`config.mk`:
```
export PLATFORM = sky130hd
export DESIGN_NAME = z80_io_timer
export DESIGN_NICKNAME = d
export VERILOG_FILES = /design/src/rtl/z80_io_timer.sv
export SDC_FILE = /design/constraint.sdc
export NUM_CORES = 1
export LEC_CHECK = 0
export BUFFER_PORTS_ARGS = -buffer_cell sky130_fd_sc_hd__buf_4
export CORE_MARGIN = 2
export CORE_UTILIZATION = 30
export CTS_CLUSTER_SIZE = 10
export DETAILED_ROUTE_END_ITERATION = 10
export PLACE_DENSITY_LB_ADDON = 0.15
export SKIP_CTS_REPAIR_TIMING = 1
export SYNTH_ARGS = -nofsm -noshare
export SYNTH_HDL_FRONTEND = slang
export SYNTH_SLANG_ARGS = --single-unit
```
`constraint.sdc`:
```
create_clock -name wb_clk_i -period 2.2 [get_ports wb_clk_i]
set_input_delay 0.22 -clock wb_clk_i [delete_from_list [all_inputs] [get_ports wb_clk_i]]
set_output_delay 0.22 -clock wb_clk_i [all_outputs]
set_load 0.01 [all_outputs]
```
`src/rtl/z80_io_timer.sv`:
```
// z80_io_timer -- Wishbone I/O-space timer slave for the z80 core bus.
//
// A 16-bit down-counter clocked by an 8-bit prescaler. It raises an interrupt
// request on terminal count and answers interrupt-acknowledge cycles with a
// programmable mode-2 vector.
//
// Ports:
//   wb_clk_i   clock
//   wb_rst_i   synchronous active-high reset
//   wb_adr_i   bus address; [7:3] selects the block, [2:0] the register
//   wb_dat_i   write data
//   wb_dat_o   registered read data, 8'h00 whenever wb_ack_o is low
//   wb_we_i    write enable
//   wb_cyc_i   bus cycle
//   wb_stb_i   strobe
//   wb_tga_i   cycle type (TGA_IO = I/O, TGA_INT = interrupt acknowledge)
//   wb_ack_o   one-cycle registered acknowledge
//   int_req_o  interrupt request (PEND & IE, registered)
//
// Register map (wb_adr_i[2:0]):
//   0 CTRL  [0] EN, [1] AUTO, [2] IE, [3] LOAD (write-1 pulse, reads 0)
//   1 STAT  [0] PEND (write 1 to clear), [1] RUN (= EN)
//   2 RLD_L, 3 RLD_H   reload value
//   4 CNT_L, 5 CNT_H   counter (read-only)
//   6 PSC   one tick every PSC+1 clocks
//   7 VEC   interrupt-acknowledge vector
//
// Build option: define Z80_TIMER_CNT_LATCH_EN to make a CNT_L read capture
// count[15:8] into a shadow register that CNT_H then returns, giving an
// atomic 16-bit read. Without it CNT_H returns the live high byte.

module z80_io_timer #(
   parameter logic [7:0] BASE_ADR = 8'h40,
   parameter logic [1:0] TGA_IO   = 2'b01,
   parameter logic [1:0] TGA_INT  = 2'b10
) (
   input  logic        wb_clk_i,
   input  logic        wb_rst_i,
   input  logic [15:0] wb_adr_i,
   input  logic [7:0]  wb_dat_i,
   output logic [7:0]  wb_dat_o,
   input  logic        wb_we_i,
   input  logic        wb_cyc_i,
   input  logic        wb_stb_i,
   input  logic [1:0]  wb_tga_i,
   output logic        wb_ack_o,
   output logic        int_req_o
);

   logic        ack_q, ack_d;
   logic [7:0]  dat_q, dat_d;
   logic        int_q, int_d;
   logic        en_q, en_d;
   logic        auto_q, auto_d;
   logic        ie_q, ie_d;
   logic        pend_q, pend_d;
   logic [15:0] rld_q, rld_d;
   logic [7:0]  psc_q, psc_d;
   logic [7:0]  vec_q, vec_d;
   logic [15:0] cnt_q, cnt_d;
   logic [7:0]  pre_q, pre_d;

   logic        sel_io, sel_int, wr, rd, load, tick, term;
   logic [2:0]  reg_adr;
   logic [7:0]  cnt_hi_rd;

   // Only the low address byte is decoded on the I/O space.
   logic        unused_adr;
   assign unused_adr = ^wb_adr_i[15:8];

`ifdef Z80_TIMER_CNT_LATCH_EN
   logic [7:0]  shadow_q, shadow_d;

   always_comb begin
      shadow_d = shadow_q;
      if (rd && reg_adr == 3'd4)
         shadow_d = cnt_q[15:8];
   end

   always_ff @(posedge wb_clk_i) begin
      if (wb_rst_i) shadow_q <= 8'h00;
      else          shadow_q <= shadow_d;
   end

   assign cnt_hi_rd = shadow_q;
`else
   assign cnt_hi_rd = cnt_q[15:8];
`endif

   always_comb begin
      reg_adr = wb_adr_i[2:0];
      // ~ack_q forces a gap after every ack, so a held strobe acks every other cycle.
      sel_io  = wb_cyc_i & wb_stb_i & ~ack_q & (wb_tga_i == TGA_IO)
                & (wb_adr_i[7:3] == BASE_ADR[7:3]);
      // Interrupt acknowledge is only claimed while we are the one requesting.
      sel_int = wb_cyc_i & wb_stb_i & ~ack_q & (wb_tga_i == TGA_INT) & int_q;
      wr      = sel_io & wb_we_i;
      rd      = sel_io & ~wb_we_i;
      load    = wr & (reg_adr == 3'd0) & wb_dat_i[3];
      tick    = en_q & (pre_q == 8'd0);

      ack_d  = sel_io | sel_int;
      dat_d  = 8'h00;
      int_d  = pend_q & ie_q;
      en_d   = en_q;
      auto_d = auto_q;
      ie_d   = ie_q;
      pend_d = pend_q;
      rld_d  = rld_q;
      psc_d  = psc_q;
      vec_d  = vec_q;
      cnt_d  = cnt_q;
      pre_d  = pre_q;
      term   = 1'b0;

      if (sel_int) begin
         dat_d = vec_q;
      end else if (rd) begin
         case (reg_adr)
            3'd0: dat_d = {5'b0, ie_q, auto_q, en_q};
            3'd1: dat_d = {6'b0, en_q, pend_q};
            3'd2: dat_d = rld_q[7:0];
            3'd3: dat_d = rld_q[15:8];
            3'd4: dat_d = cnt_q[7:0];
            3'd5: dat_d = cnt_hi_rd;
            3'd6: dat_d = psc_q;
            3'd7: dat_d = vec_q;
         endcase
      end

      // LOAD overrides any tick in the same cycle; the tick is simply lost.
      if (load) begin
         cnt_d = rld_q;
         pre_d = psc_q;
      end else if (en_q) begin
         pre_d = (pre_q == 8'd0) ? psc_q : pre_q - 8'd1;
         if (tick) begin
            if (cnt_q <= 16'd1) begin
               term = 1'b1;
               if (auto_q) begin
                  cnt_d = rld_q;     // old reload value even if being rewritten now
               end else begin
                  cnt_d = 16'd0;
                  en_d  = 1'b0;
               end
            end else begin
               cnt_d = cnt_q - 16'd1;
            end
         end
      end

      if (wr) begin
         case (reg_adr)
            3'd0: begin
               en_d   = wb_dat_i[0];
               auto_d = wb_dat_i[1];
               ie_d   = wb_dat_i[2];
            end
            3'd2: rld_d[7:0]  = wb_dat_i;
            3'd3: rld_d[15:8] = wb_dat_i;
            3'd6: psc_d       = wb_dat_i;
            3'd7: vec_d       = wb_dat_i;
            default: ;
         endcase
      end

      // Clear first so that a terminal count in the same cycle wins.
      if ((wr && reg_adr == 3'd1 && wb_dat_i[0]) || sel_int)
         pend_d = 1'b0;
      if (term)
         pend_d = 1'b1;
   end

   always_ff @(posedge wb_clk_i) begin
      if (wb_rst_i) begin
         ack_q  <= 1'b0;
         dat_q  <= 8'h00;
         int_q  <= 1'b0;
         en_q   <= 1'b0;
         auto_q <= 1'b0;
         ie_q   <= 1'b0;
         pend_q <= 1'b0;
         rld_q  <= 16'h0000;
         psc_q  <= 8'h00;
         vec_q  <= 8'h00;
         cnt_q  <= 16'h0000;
         pre_q  <= 8'h00;
      end else begin
         ack_q  <= ack_d;
         dat_q  <= dat_d;
         int_q  <= int_d;
         en_q   <= en_d;
         auto_q <= auto_d;
         ie_q   <= ie_d;
         pend_q <= pend_d;
         rld_q  <= rld_d;
         psc_q  <= psc_d;
         vec_q  <= vec_d;
         cnt_q  <= cnt_d;
         pre_q  <= pre_d;
      end
   end

   assign wb_ack_o  = ack_q;
   assign wb_dat_o  = dat_q;
   assign int_req_o = int_q;

endmodule

```
==> summary.txt <==
ANT cells: 0
worst-margin pin slew: 0.598 ns
ys flop type: dfxtp_1
largest area contributor in the netlist: dfxtp_1
worst-skew pair later-pin latency: 0.33 ns
mapped cell area: 3790 sq um
core box area: 12,500 sq um
number of flops mapped to enable cells by yosys: 0
RR Endpoint: cnt_q[7]
Sequential Power Share: 0.441
asr flop ratio synth: 0
cell chosen for the clock root: clkbuf_16
hold path cells: 3
worst stage delay on the critical path: 0.42 ns
kind of critical path: reg -> reg
Critical path buffers and inverters: 1
Place WS: 0.0600 ns
Worst-path clk slew: 0.06 ns
slowest CP cell: or3_4
VDD IR max: 0.448 mV
Max Clock Skew: 0.00742 ns
P_sw: 0.647 mW
Worst Hold End: vec_q[4]
initial antenna violation count: 1
status: finished clean
Worst Path Arrival: 2.35 ns
CTS tree: done
vias per cell: 5.15
Hold Vio Cnt, Final: 0
HPWL Detailed: 8640 um
Yosys warning count: 0
Critical Path RT: 2.48 ns
# rows: 41
Slew headroom: 0.602
Int Power: 2.22 mW
DR vias: 3,435
Final Instance Area: 4730 sq um
synthesis-to-layout area growth: 24.9%
family with the most delay on the worst path: simple AND/OR/NAND/NOR gates
critical path peak fanout: 10
clk sink count: 70
ranking of synthesized cells by area: dfxtp_1 37%, mux2i_1 12%, nor2_1 6.1%
hold path start: wb_dat_i[4]
RD Place Congestion: 0.786
final wirelength: 11,600 um
Setup WS post-layout: 0.125 ns
Seq/Total Area, Yosys: 0.370
DRC: 0
Switching Fraction: 0.225
first-pass GRT wire length: 18,400 um
htree depth: 3
grt peak-use layer: met2
Clk network pwr share: 0.512
vias in the first global route: 3,291
routed len/inst: 17.4 um
setup tns final: 0 ns
Final period util: 0.943
I/O Buffers: 32
post-synthesis sequential element count: 70
register area: 1400 sq um
Lkg Pwr: 1.94 nW
gr ovfl total: 0
cts bufs inserted: 9
Post-Synthesis Cells: 431
Period minus WS final: 2.08 ns
Post-DP Area: 4410 sq um
met3 Track Usage GR: 0.0379
Detail Route Antenna Nets: 0
Comb pwr share: 0.047
Yosys cell types: 68
io pins: 41
die area: 13,500 sq um
post-synthesis area per instance: 8.79 sq um
Initial Util: 0.304
R2R cell count: 7
die height: 116 um
Crit path depth: 7
FMAX: 482 MHz
crit-path cells: or3_4 -> or2_4 -> nor4b_4 -> buf_4 -> a31oi_4 -> nor2_8 -> a22o_1
clk buf depth: 2
drt first-iter violations: 270
GRT Util Overall: 0.180
final net count: 525
detailed-router iteration count before antenna repair: 4
largest net degree at the start of global routing: 55
Setup crit end kind: flop
met1 Use GR: 0.245
R2R setup slack: 0.12 ns
Final setup violation count: 0
Critical Path Source Type: flop
Hold Path Class: in -> reg
Multi-input gate area: 2250 sq um
syn nets: 466
R2R Path Start: cnt_q[8]
Power Dens Cells: 607 nW/um^2
RSZ-0062 raised after global routing: false
met2 usage: 0.292
Slew Limit Fails: 0
Yosys top cell area share: 0.370
Max Cap Viol: 0
Fillers: 1,292
layout cells sized above 1: 0.216
DIE WIDTH: 116 um
==> registers in the layout, summed over array words and instances, names as in the netlist <==
register and cells:
auto_q 1, cnt_q 16, en_q 1, ie_q 1, int_req_o 1, pend_q 1, pre_q 8, psc_q 8
rld_q 16, vec_q 8, wb_ack_o 1, wb_dat_o 8
==> placed cells by master, fill, tap and decap left out, types with 9 or more instances in the layout <==
cell type / n
mux2i_1: 44
nand3_1: 10
a21oi_1: 23
nor2_1: 62
dfxtp_1: 70
clkbuf_16: 9
o21ai_0: 23
nand2_1: 34
buf_4: 71
==> through the flow <==
step	power [mW]	hold slack, ns	utilization	instances
after floorplan	1.36	0.356	-	431
after global placement	1.43	0.449	0.354	651
after detailed placement	1.43	0.450	0.354	651
after CTS	2.91	0.144	0.378	667
after global routing	2.98	0.155	0.380	667
final	2.87	0.153	0.380	667
==> layer usage <==
layer | share of wire | vias up
li1 | - | 1722
met1 | 0.46 | 1637
met2 | 0.48 | 59
met3 | 0.039 | 15
met4 | 0.013 | 2
met5 | 0.0010 | -
==> final cells by class <==
| cell class | count | area share |
|---|---|---|
| multi-input cells | 330 | 0.476 |
| clock inverters | 6 | 0.0129 |
| inverters | 8 | 0.00634 |
| repair buffers | 71 | 0.113 |
| clock buffers | 10 | 0.0505 |
| flip-flops and latches | 70 | 0.296 |
| well taps | 172 | 0.0455 |
==> Yosys cell counts, types with 4 or more instances <==
cell and instances:
mux2i_1 44, clkbuf_1 16, nor2_1 62, a21oi_1 23
o2bb2ai_1 5, a22oi_1 7, nand3_1 10, nand4_1 5
inv_1 8, nor3_1 8, o21ai_0 23, a211oi_1 5
ha_1 4, dfxtp_1 70, o31ai_1 7, nand2_1 34
nor2b_1 4, nand3b_1 5, o41ai_1 4, a2bb2oi_1 4
nand2b_1 5, o22ai_1 5, or3_1 4, o211ai_1 4
==> logic make-up after synthesis <==
family / share of synthesized area
AOI/OAI and AO/OA: 0.199
muxes: 0.138
buffers and inverters: 0.0409
and+or+nand+nor: 0.235
xor gates and xnor gates: 0.00462
adders and majority gates: 0.0132
DFF: 0.370
==> worst max path at each step <==
stage | start | endpoint | slack (ns)
after floorplan | pre_q[0] | cnt_q[2] | 0.16
after global placement | pre_q[0] | cnt_q[13] | 0.14
after detailed placement | pre_q[0] | cnt_q[13] | 0.06
after CTS | pre_q[0] | cnt_q[13] | 0.06
after global routing | cnt_q[8] | cnt_q[10] | 0.02
final | cnt_q[8] | cnt_q[7] | 0.12
==> worst register-to-register path, delay by kind of cell, from the launching register on <==
family	cells	cell delay (ns)
AOI/OAI and AO/OA	2	0.30
buffers and inverters	1	0.21
DFF	1	0.35
and+or+nand+nor	4	1.16
==> power groups by stage <==
stage / sequential, mW / clock [mW] / combinational, mW
5_1_grt: 1.27 / 1.57 / 0.145
6_report: 1.27 / 1.47 / 0.134
4_1_cts: 1.27 / 1.51 / 0.134
2_1_floorplan: 1.30 / 0 / 0.0668
3_3_place_gp: 1.30 / 0 / 0.133
3_5_place_dp: 1.30 / 0 / 0.134
Note: power is estimated with default switching activity, not from simulation.
